### src/rtl/ff_bank_if.sv
// ff_bank_if: control, data and status bundle for the multi-mode flip-flop bank
interface ff_bank_if #(
  parameter int WIDTH = 8,
  parameter int CNT_W = 8
);
  logic             en;
  logic [2:0]       mode;
  logic [WIDTH-1:0] d;
  logic [WIDTH-1:0] k;
  logic             sin;
  logic             cnt_clr;
  logic [WIDTH-1:0] q;
  logic [WIDTH-1:0] qbar;
  logic             sout;
  logic             changed;
  logic [CNT_W-1:0] chg_cnt;
  modport master (output en, mode, d, k, sin, cnt_clr, input q, qbar, sout, changed, chg_cnt);
  modport slave (input en, mode, d, k, sin, cnt_clr, output q, qbar, sout, changed, chg_cnt);
endinterface

### src/rtl/ff_bank.sv
// ff_bank: multi-mode flip-flop bank with complement/serial outputs and a saturating change counter
module ff_bank #(
  parameter int               WIDTH     = 8,
  parameter logic [WIDTH-1:0] RESET_VAL = '0,
  parameter bit               SET_WINS  = 1'b0,
  parameter int               CNT_W     = 8
) (
  input logic     clk,
  input logic     rst_n,
  ff_bank_if.slave bus
);
  localparam logic [2:0] M_LOAD = 3'd1, M_TGL = 3'd2, M_JK = 3'd3, M_SR = 3'd4,
                         M_SHL = 3'd5, M_SHR = 3'd6, M_CLR = 3'd7;
  localparam logic [WIDTH-1:0] SW_MASK = SET_WINS ? '1 : '0;
  logic [WIDTH-1:0] r_q, r_qbar, w_qn;
  logic [CNT_W-1:0] r_cnt;
  logic             r_sout, r_changed, w_chg, w_shift, w_sbit;
  // next-state selection; JK and SR are expressed as per-bit boolean equations
  always_comb begin
    w_qn = bus.mode == M_LOAD ? bus.d :
           bus.mode == M_TGL  ? r_q ^ bus.d :
           bus.mode == M_JK   ? (bus.d & ~r_q) | (~bus.k & r_q) :
           bus.mode == M_SR   ? (bus.d & (~bus.k | SW_MASK)) | (~bus.d & ~bus.k & r_q) :
           bus.mode == M_SHL  ? {r_q[WIDTH-2:0], bus.sin} :
           bus.mode == M_SHR  ? {bus.sin, r_q[WIDTH-1:1]} :
           bus.mode == M_CLR  ? RESET_VAL : r_q;
    w_chg   = w_qn != r_q;
    w_shift = bus.mode == M_SHL || bus.mode == M_SHR;
    w_sbit  = bus.mode == M_SHL ? r_q[WIDTH-1] : r_q[0];
  end
  // qbar is its own register so it switches on the same edge as q
  always_ff @(posedge clk or negedge rst_n) begin
    if (!rst_n) begin
      r_q       <= RESET_VAL;
      r_qbar    <= ~RESET_VAL;
      r_sout    <= 1'b0;
      r_changed <= 1'b0;
      r_cnt     <= '0;
    end else begin
      if (bus.en) begin
        r_q    <= w_qn;
        r_qbar <= ~w_qn;
      end
      if (bus.en && w_shift) r_sout <= w_sbit;
      r_changed <= bus.en && w_chg;
      r_cnt     <= bus.cnt_clr ? '0 : (bus.en && w_chg && r_cnt != '1) ? r_cnt + 1'b1 : r_cnt;
    end
  end
  assign bus.q       = r_q;
  assign bus.qbar    = r_qbar;
  assign bus.sout    = r_sout;
  assign bus.changed = r_changed;
  assign bus.chg_cnt = r_cnt;
endmodule
### src/flat_wrapper.sv
// flat-port wrapper written by rule: the top's interface ports become plain ports
module ff_bank_flat 
#(
  parameter int               WIDTH     = 8,
  parameter logic [WIDTH-1:0] RESET_VAL = '0,
  parameter bit               SET_WINS  = 1'b0,
  parameter int               CNT_W     = 8
)
  (clk, rst_n, bus_en, bus_mode, bus_d, bus_k, bus_sin, bus_cnt_clr, bus_q, bus_qbar, bus_sout, bus_changed, bus_chg_cnt);
  ff_bank_if #(.WIDTH(WIDTH), .CNT_W(CNT_W)) bus_i ();
  input logic clk;
  input logic rst_n;
  input wire logic [$bits(bus_i.en)-1:0] bus_en;
  input wire logic [$bits(bus_i.mode)-1:0] bus_mode;
  input wire logic [$bits(bus_i.d)-1:0] bus_d;
  input wire logic [$bits(bus_i.k)-1:0] bus_k;
  input wire logic [$bits(bus_i.sin)-1:0] bus_sin;
  input wire logic [$bits(bus_i.cnt_clr)-1:0] bus_cnt_clr;
  output wire logic [$bits(bus_i.q)-1:0] bus_q;
  output wire logic [$bits(bus_i.qbar)-1:0] bus_qbar;
  output wire logic [$bits(bus_i.sout)-1:0] bus_sout;
  output wire logic [$bits(bus_i.changed)-1:0] bus_changed;
  output wire logic [$bits(bus_i.chg_cnt)-1:0] bus_chg_cnt;
  assign bus_i.en = bus_en;
  assign bus_i.mode = bus_mode;
  assign bus_i.d = bus_d;
  assign bus_i.k = bus_k;
  assign bus_i.sin = bus_sin;
  assign bus_i.cnt_clr = bus_cnt_clr;
  assign bus_q = bus_i.q;
  assign bus_qbar = bus_i.qbar;
  assign bus_sout = bus_i.sout;
  assign bus_changed = bus_i.changed;
  assign bus_chg_cnt = bus_i.chg_cnt;
  ff_bank #(.WIDTH(WIDTH), .RESET_VAL(RESET_VAL), .SET_WINS(SET_WINS), .CNT_W(CNT_W)) u_core (.clk(clk), .rst_n(rst_n), .bus(bus_i));
endmodule
### config.mk
export PLATFORM = sky130hd
export DESIGN_NAME = ff_bank_flat
export DESIGN_NICKNAME = d
export VERILOG_FILES = /design/src/rtl/ff_bank_if.sv /design/src/rtl/ff_bank.sv /design/src/flat_wrapper.sv
export SDC_FILE = /design/constraint.sdc
export NUM_CORES = 1
export LEC_CHECK = 0
export ABC_CLOCK_PERIOD_IN_PS = 5950
export BUFFER_PORTS_ARGS = -buffer_cell sky130_fd_sc_hd__buf_2
export CORE_MARGIN = 2
export CORE_UTILIZATION = 31
export CTS_BUF_LIST = sky130_fd_sc_hd__clkbuf_4 sky130_fd_sc_hd__clkbuf_8
export DETAILED_ROUTE_END_ITERATION = 12
export GPL_ROUTABILITY_DRIVEN = 0
export PLACE_DENSITY = 0.62
export SLEW_MARGIN = 20
export SYNTH_ARGS = -nofsm -noshare
export SYNTH_HDL_FRONTEND = slang
export SYNTH_SLANG_ARGS = --single-unit
### constraint.sdc
create_clock -name clk -period 5.95 [get_ports clk]
set_clock_uncertainty 0.15 [all_clocks]
set_input_delay 0.595 -clock clk [delete_from_list [all_inputs] [get_ports clk]]
set_output_delay 0.595 -clock clk [all_outputs]
set_load 0.1 [all_outputs]
==> impl_metrics.json, run 1 <==
{
  "status": "finished, final reports clean",
  "rows": 31,
  "maxSlewHeadroom_pct": 39.6,
  "post-place-ws_ns": 1.93,
  "netlist_top_cells_count": "nor2_1 (33), a21oi_1 (22), o21ai_0 (20), dfrtp_1 (18), nand2_1 (16)",
  "clock_latency_ns": 0.28,
  "finalSetupTns_ns": 0,
  "syn_area_mm2": 0.00230,
  "dieArea_mm2": 0.00814,
  "worst_hold_slack_ns": 0.156,
  "yosysMostFrequentCell": "nor2_1",
  "synth_ff_type": "dfrtp_1",
  "power.density_mw_per_mm2": 278,
  "fin_area_mm2": 0.00260,
  "drive_above_1_share_pct": 22.2,
  "hold_viol_final": 0,
  "synth_top_area_share_pct": 19.6,
  "portBuffers": 49,
  "cp-start-kind": "primary input",
  "r2r_end": "u_core.bus.chg_cnt[0]",
  "vias": 2461,
  "end_kind": "register",
  "routed_via_density": 5.82,
  "initial_utilization_pct": 31.9,
  "grt_pass1_wl_um": 11300,
  "r2r_start": "u_core.bus.q[7]",
  "avgSynthCellArea_um2": 7.83,
  "clockBufferDepth": 2,
  "post-dp-hpwl_um": 4850,
  "setup_violations": 0,
  "drt_iter0_markers": 325,
  "synth_edf_count": 0,
  "ios": 50,
  "cts_sinks": 26,
  "detail-route-antenna-nets": 0,
  "grt_max_degree": 39,
  "max_freq_mhz": 260,
  "required_ns": 5.97,
  "rsz0062_at_grt": "false",
  "ctsHoldBuffers": 0,
  "post-route-min-period_ns": 3.85,
  "ir_worst_vdd_v": 0.000129,
  "first_pass_iters": 5,
  "yosys-top-cells-area": "dfrtp_1 (20%), dfstp_2 (9.1%), nor2_1 (5.4%)",
  "ys_warn_count": 0,
  "synth_nets": 319,
  "cts-root-buf": "clkbuf_8",
  "grt_pass1_vias": 2248,
  "worst-setup-path-type": "primary input to register",
  "setup_ws_ns": 2.10,
  "yosys.area.top_type": "dfrtp_1",
  "dieWidth_um": 90.2,
  "dp.cells": 419,
  "crit_fanout": 31,
  "clkTransAtPathRegs_ns": 0.09,
  "tightest_slew_ns": 0.899,
  "cts_buffers": 3,
  "crit_arrival_ns": 3.87,
  "htree_levels": 1,
  "coreArea_mm2": 0.00721,
  "avgRoutedWirePerCell_um": 16.0,
  "drc_errors": 0,
  "reg2regPathDepth": 8,
  "p_leak_nw": 1.10,
  "synth-seq-cells": 26,
  "fp.dieH_um": 90.2,
  "fin_nets": 350,
  "stdcell_count": 423,
  "ys_seq_area_share_pct": 28.7,
  "cts_tree": "built",
  "synthArstFlopShare_pct": 100,
  "drt_wl_total_um": 6750,
  "grt_antenna_before_repair": 0,
  "cts_resized": 0,
  "hold_path.class": "primary input to async pin",
  "area_delta_synth_final_pct": 12.9,
  "crit_start": "bus_mode[1]",
  "r2r_slack_ns": 2.84,
  "maxCapViolations": 0,
  "syn_inst": 294,
  "antenna_cells": 0,
  "postPlaceCellArea_mm2": 0.00255,
  "overflow": 0,
  "track_usage_pct": 16.7,
  "min_period_over_period_pct": 64.7,
  "slew_violations": 0,
  "post-cts-setup-buffers": 0,
  "synth.distinct_cells": 63
}
## placed cells by master (no fill, tap or decap), drive strengths merged, types with 4 or more instances in the layout
cell,count
xnor2,5
nor2b,8
mux2,4
a31oi,5
clkbuf,4
a32oi,5
o211ai,5
a21o,6
nand2,16
a211oi,4
nor3,12
a21oi,23
dfstp,8
nor2,34
nand3,10
inv,12
and3,4
a221oi,6
dfrtp,18
o21ai,21
buf,49
nand2b,12
## kinds of logic after synthesis
| family | after synthesis | synth area share (%) |
|---|---|---|
| fa+ha+maj | 1 | 0.543 |
| compound gates | 108 | 32.5 |
| xor+xnor | 7 | 2.66 |
| mux | 6 | 2.82 |
| buf+inv | 35 | 7.44 |
| flops | 26 | 28.7 |
| simple gates | 111 | 25.3 |
## worst max path at each step
stage / slack (ns) / cells after the start / end
after floorplan: 2.86 / 10 / u_core.bus.chg_cnt[5]
after global placement: 2.03 / 10 / u_core.bus.chg_cnt[0]
after detailed placement: 1.93 / 10 / u_core.bus.chg_cnt[0]
after CTS: 2.23 / 10 / u_core.bus.chg_cnt[0]
after global routing: 1.85 / 10 / u_core.bus.chg_cnt[0]
final: 2.10 / 10 / u_core.bus.chg_cnt[0]
## layout make-up
cell class	instances	area, um2
timing repair buffer	49	245
sequential	26	661
multi-input combinational	233	1470
tap	99	124
fill	788	4610
clock buffer	4	55.1
inverter	12	45.0
## registers in the layout, summed over array words and instances (netlist names)
name,count
u_core.bus.changed,1
u_core.bus.chg_cnt,8
u_core.bus.q,8
u_core.bus.qbar,8
u_core.bus.sout,1
## power by group
group / total, mW / internal, mW / switching (mW)
clock: 0.118 / 0.0593 / 0.0585
sequential: 0.239 / 0.204 / 0.0346
combinational: 0.365 / 0.0875 / 0.278
## per-stage QoR
stage / power [mW] / utilization, %
6_report: 0.722 / 36.1
5_1_grt: 0.764 / 36.1
4_1_cts: 0.725 / 36.1
3_5_place_dp: 0.605 / 35.3
3_3_place_gp: 0.604 / 35.3
2_1_floorplan: 0.538 / -
## per-layer routing
| layer | global-route usage [%] | routed length [um] | vias up |
|---|---|---|---|
| li1 | - | - | 1160 |
| met1 | 23.8 | 3030 | 1177 |
| met2 | 26.4 | 3040 | 116 |
| met3 | 2.35 | 577 | 8 |
| met4 | 4.49 | 97 | 0 |
| met5 | 0 | 0 | - |
## worst max-delay path, cell delays in order
cell and delay (ns):
buf_2 0.44, nor2b_1 0.68, nand2_1 0.25, o211ai_1 0.22, mux2i_1 0.11, a311oi_1 0.34, o2111ai_1 0.20, nor3_2 0.55
nor2_1 0.17, mux2_2 0.30
(Power assumes the default switching activity.)
==> run 2, diff against run 1 <==
--- a/config.mk
+++ b/config.mk
@@ -5,14 +5,14 @@
 export SDC_FILE = /design/constraint.sdc
 export NUM_CORES = 1
 export LEC_CHECK = 0
-export ABC_CLOCK_PERIOD_IN_PS = 5950
+export ABC_CLOCK_PERIOD_IN_PS = 3450
 export BUFFER_PORTS_ARGS = -buffer_cell sky130_fd_sc_hd__buf_2
 export CORE_MARGIN = 2
 export CORE_UTILIZATION = 31
 export CTS_BUF_LIST = sky130_fd_sc_hd__clkbuf_4 sky130_fd_sc_hd__clkbuf_8
 export DETAILED_ROUTE_END_ITERATION = 12
 export GPL_ROUTABILITY_DRIVEN = 0
-export PLACE_DENSITY = 0.62
+export PLACE_DENSITY = 0.64
 export SLEW_MARGIN = 20
 export SYNTH_ARGS = -nofsm -noshare
 export SYNTH_HDL_FRONTEND = slang
==> constraint.sdc (replaced) <==
create_clock -name clk -period 3.45 [get_ports clk]
set_clock_uncertainty 0.15 [all_clocks]
set_input_delay 0.345 -clock clk [delete_from_list [all_inputs] [get_ports clk]]
set_output_delay 0.345 -clock clk [all_outputs]
set_load 0.1 [all_outputs]
==> impl_metrics.json, run 2 (synthesis gave the netlist of run 1 again) <==
{
  "antenna_cells": 0,
  "end_kind": "register",
  "dp.cells": 429,
  "dieArea_mm2": 0.00814,
  "drc_errors": 0,
  "clkTransAtPathRegs_ns": 0.09,
  "overflow": 0,
  "use_met1_pct": 22.6,
  "fin_nets": 361,
  "clock_latency_ns": 0.28,
  "detail-route-antenna-nets": 0,
  "fp.dieH_um": 90.2,
  "grt_pass1_vias": 2487,
  "post-place-ws_ns": 0.380,
  "initial_utilization_pct": 31.9,
  "cts_sinks": 26,
  "tightest_slew_ns": 0.638,
  "postLayoutCoreUtil_pct": 37.2,
  "reg2regPathDepth": 10,
  "track_usage_pct": 17.1,
  "routed_via_density": 5.77,
  "rows": 31,
  "slew_violations": 0,
  "post-dp-hpwl_um": 5120,
  "area_delta_synth_final_pct": 16.6,
  "grt_antenna_before_repair": 0,
  "ios": 50,
  "first_pass_iters": 5,
  "r2r_start": "u_core.bus.q[2]",
  "htree_levels": 1,
  "grt_use_met3_pct": 2.60,
  "cts_tree": "built",
  "setup_ws_ns": 0.613,
  "finalSetupTns_ns": 0,
  "maxSlewHeadroom_pct": 57.3,
  "vias": 2504,
  "crit_start": "bus_mode[2]",
  "portBuffers": 49,
  "cp-start-kind": "primary input",
  "worst_hold_slack_ns": 0.226,
  "status": "finished, final reports clean",
  "drt_iter0_markers": 263,
  "ir_worst_vdd_v": 0.000151,
  "fillCellCount": 793,
  "coreArea_mm2": 0.00721,
  "r2r_end": "u_core.bus.chg_cnt[0]",
  "required_ns": 3.47,
  "max_freq_mhz": 353,
  "layout_common_cells": "buf_2 (49), nor2_1 (33), a21oi_1 (22)",
  "cts-root-buf": "clkbuf_8",
  "rsz0062_at_grt": "false",
  "setup_violations": 0,
  "grt_busiest_layer": "met2",
  "clockBufferDepth": 2,
  "crit_arrival_ns": 2.86,
  "dieWidth_um": 90.2,
  "hold_path.class": "primary input to register",
  "min_period_over_period_pct": 82.2,
  "worst-setup-path-type": "primary input to register",
  "maxCapViolations": 0,
  "crit_fanout": 15,
  "avgRoutedWirePerCell_um": 16.2,
  "drive_above_1_share_pct": 24.5,
  "crit_path_end": "u_core.bus.chg_cnt[0]",
  "grt_pass1_wl_um": 11700,
  "drt_wl_total_um": 7020,
  "final_common_cell": "buf_2",
  "post-route-min-period_ns": 2.84,
  "stdcell_count": 434,
  "r2r_slack_ns": 0.70,
  "power.density_mw_per_mm2": 469,
  "grt_max_degree": 27,
  "post-cts-setup-buffers": 0,
  "p_leak_nw": 1.16,
  "cts_buffers": 3,
  "hold_viol_final": 0,
  "grt_util_met2_pct": 27.8
}
==> run 2: layer usage <==
metal,vias to the layer above,share of wire [%]
met2,130,46
met3,13,7.6
met5,-,0
met1,1181,45
li1,1180,-
met4,0,1.9
==> run 2: what timing repair did <==
action / 4_1_cts / 5_1_grt
hold endpoints to repair: 18 / 0
hold buffers: 1 / 0
gates resized for setup: 0 / 0
==> run 2: per-stage QoR <==
stage	total power, mW	area [um2]
floorplan	0.928	2300
finish	1.26	2690
global placement	1.05	2620
global route	1.33	2690
detailed placement	1.05	2620
CTS	1.26	2690
==> run 2: final cells by class <==
class	instances	area, um2	share of cell area (%)
Clock buffer	4	55.1	2.05
Inverter	12	45.0	1.68
Multi-Input combinational cell	233	1470	54.8
Sequential cell	26	661	24.6
Tap cell	99	124	4.61
Timing Repair Buffer	60	330	12.3
==> run 2: how the worst min path moves through the flow <==
stage | start | to | slack (ns) | cells after the start
floorplan | rst_n | u_core.bus.changed | -0.10 | 0
global placement | rst_n | u_core.bus.q[6] | 0.22 | 1
detailed placement | rst_n | u_core.bus.q[6] | 0.23 | 1
CTS | bus_cnt_clr | u_core.bus.chg_cnt[7] | 0.22 | 2
global route | bus_cnt_clr | u_core.bus.chg_cnt[3] | 0.24 | 2
finish | bus_cnt_clr | u_core.bus.chg_cnt[5] | 0.23 | 2
==> run 2: critical path, stage by stage <==
cell and delay [ns]:
buf_2 0.27, and3b_1 0.24, a21oi_1 0.43, o21ai_0 0.25, a311oi_1 0.37, o2111ai_1 0.22
nor3_2 0.18, buf_4 0.20, nor2_1 0.08, mux2_2 0.28
==> run 2: report_power, final <==
part | switching (mW) | leakage, nW | internal, mW
Combinational | 0.480 | 0.814 | 0.159
Clock | 0.105 | 0.0288 | 0.102
Sequential | 0.0613 | 0.315 | 0.352
==> run 3, diff against run 2 <==
--- a/config.mk
+++ b/config.mk
@@ -5,14 +5,14 @@
 export SDC_FILE = /design/constraint.sdc
 export NUM_CORES = 1
 export LEC_CHECK = 0
-export ABC_CLOCK_PERIOD_IN_PS = 3450
+export ABC_CLOCK_PERIOD_IN_PS = 2700
 export BUFFER_PORTS_ARGS = -buffer_cell sky130_fd_sc_hd__buf_2
 export CORE_MARGIN = 2
 export CORE_UTILIZATION = 31
 export CTS_BUF_LIST = sky130_fd_sc_hd__clkbuf_4 sky130_fd_sc_hd__clkbuf_8
 export DETAILED_ROUTE_END_ITERATION = 12
 export GPL_ROUTABILITY_DRIVEN = 0
-export PLACE_DENSITY = 0.64
+export PLACE_DENSITY = 0.62
 export SLEW_MARGIN = 20
 export SYNTH_ARGS = -nofsm -noshare
 export SYNTH_HDL_FRONTEND = slang
==> constraint.sdc (replaced) <==
create_clock -name clk -period 2.7 [get_ports clk]
set_clock_uncertainty 0.15 [all_clocks]
set_input_delay 0.27 -clock clk [delete_from_list [all_inputs] [get_ports clk]]
set_output_delay 0.27 -clock clk [all_outputs]
set_load 0.1 [all_outputs]
==> impl_metrics.json, run 3 (synthesis gave the netlist of run 1 again) <==
{
  "fin_nets": 389,
  "setup_violations": 0,
  "grt_max_degree": 27,
  "initial_utilization_pct": 31.9,
  "crit_arrival_ns": 2.69,
  "cp-start-kind": "register",
  "vias": 2594,
  "path_cells": "buf_4 -> a22o_1 -> a32oi_1 -> o2111ai_1 -> nor3_2 -> o2111ai_2 -> nor3_2 -> buf_4 -> nor2_2 -> mux2_4",
  "min_period_over_period_pct": 99.0,
  "hold_start": "bus_cnt_clr",
  "postLayoutCoreUtil_pct": 42.3,
  "maxCapViolations": 0,
  "ir_worst_vdd_v": 0.000307,
  "crit_start": "u_core.bus.q[1]",
  "track_usage_pct": 16.7,
  "worst_hold_slack_ns": 0.143,
  "grt_pass1_wl_um": 11300,
  "dieArea_mm2": 0.00814,
  "end_kind": "register",
  "r2r_start": "u_core.bus.q[1]",
  "drc_errors": 0,
  "post-route-min-period_ns": 2.67,
  "stdcell_count": 462,
  "overflow": 0,
  "finalPower_mw": 1.78,
  "reg2regPathDepth": 10,
  "portBuffers": 49,
  "slowest_delay_ns": 0.50,
  "fp.dieH_um": 90.2,
  "status": "finished, final reports clean",
  "r2r_end": "u_core.bus.chg_cnt[0]",
  "routed_via_density": 5.61,
  "layout_common_cells": "buf_2 (50), buf_4 (35), nor2_1 (31)",
  "slowest_stage": "dfrtp_2",
  "rows": 31,
  "dp.cells": 453,
  "cts_sinks": 26,
  "required_ns": 2.72,
  "antenna_cells": 0,
  "dieWidth_um": 90.2,
  "rsz0062_at_grt": "true",
  "maxSlewHeadroom_pct": 60.1,
  "drive_above_1_share_pct": 36.4,
  "slew_violations": 0,
  "crit_path_end": "u_core.bus.chg_cnt[0]",
  "area_delta_synth_final_pct": 32.5,
  "clock_latency_ns": 0.27,
  "drt_iter0_markers": 261,
  "p_leak_nw": 1.33,
  "power.density_mw_per_mm2": 585,
  "clockBufferDepth": 2,
  "post-dp-hpwl_um": 5400,
  "final_common_cell": "buf_2",
  "cts_buffers": 3,
  "crit_fanout": 8,
  "ios": 50,
  "tightest_slew_ns": 0.599,
  "cts_tree": "built",
  "finalSetupTns_ns": 0,
  "max_freq_mhz": 374,
  "coreArea_mm2": 0.00721,
  "worst-setup-path-type": "register to register",
  "r2r_slack_ns": 0.03,
  "grt_antenna_before_repair": 0,
  "first_pass_iters": 4,
  "drt_wl_total_um": 7210,
  "detail-route-antenna-nets": 0,
  "grt_pass1_vias": 2306,
  "cts-root-buf": "clkbuf_8",
  "htree_levels": 1,
  "avgRoutedWirePerCell_um": 15.6,
  "hold_viol_final": 0,
  "hold_path.class": "primary input to register",
  "clkTransAtPathRegs_ns": 0.09,
  "fillCellCount": 781
}
run 3: cell types whose count changed in the layout (fill, tap and decap cells not counted), sizes merged:
cell and change:
bufinv +1, buf +27
run 3: worst min-delay path by stage:
stage                            endpoint  slack [ns]  cells after the start
finish              u_core.bus.chg_cnt[5]        0.14                      2
global route        u_core.bus.chg_cnt[5]        0.15                      2
CTS                 u_core.bus.chg_cnt[3]        0.14                      2
detailed placement        u_core.bus.q[7]        0.16                      1
global placement          u_core.bus.q[7]        0.14                      1
floorplan              u_core.bus.changed       -0.18                      0
run 3: cell type report:
type	count	area, um2	area share, %
clock inverter	1	30.0	0.984
tap	99	124	4.06
sequential	26	686	22.5
clock buffer	3	41.3	1.35
multi-input combinational	233	1580	51.7
inverter	12	45.0	1.48
timing repair buffer	88	548	18.0
run 3: metrics by stage:
step	instance area [um2]	setup slack (ns)
floorplan	2340	-0.00271
global placement	2840	-0.0420
detailed placement	2840	-0.0621
CTS	2920	0.0906
global route	3050	-0.0608
finish	3050	0.0280
run 3: timing repair:
item                                   in CTS  in global routing
buffers inserted                            0                  3
hold buffers                                1                  0
endpoints found under the hold margin      18                  0
resized for setup                           0                 21
setup endpoints to repair                   0                  8
run 3: worst max-delay path, delay by kind of cell (launching register included):
| kind | cells | cell delay, ns |
|---|---|---|
| simple gates | 3 | 0.53 |
| flops | 1 | 0.50 |
| buf+inv | 2 | 0.38 |
| compound gates | 4 | 0.72 |
| mux | 1 | 0.30 |
run 3: report_power, final:
part | internal (mW) | switching [mW] | leakage, nW
sequential | 0.462 | 0.0790 | 0.307
combinational | 0.268 | 0.648 | 0.985
clock | 0.199 | 0.128 | 0.0357
run 3: metal layers:
layer  wire length, um  vias to the layer above  global-route usage (%)  share of wire (%)
met4                64                        0                    4.49               0.89
met2              3350                       95                    26.8                 46
met1              3280                     1256                    23.4                 46
met3               515                        4                    2.51                7.1
met5                 0                        -                       0                  0
li1                  -                     1239                       -                  -
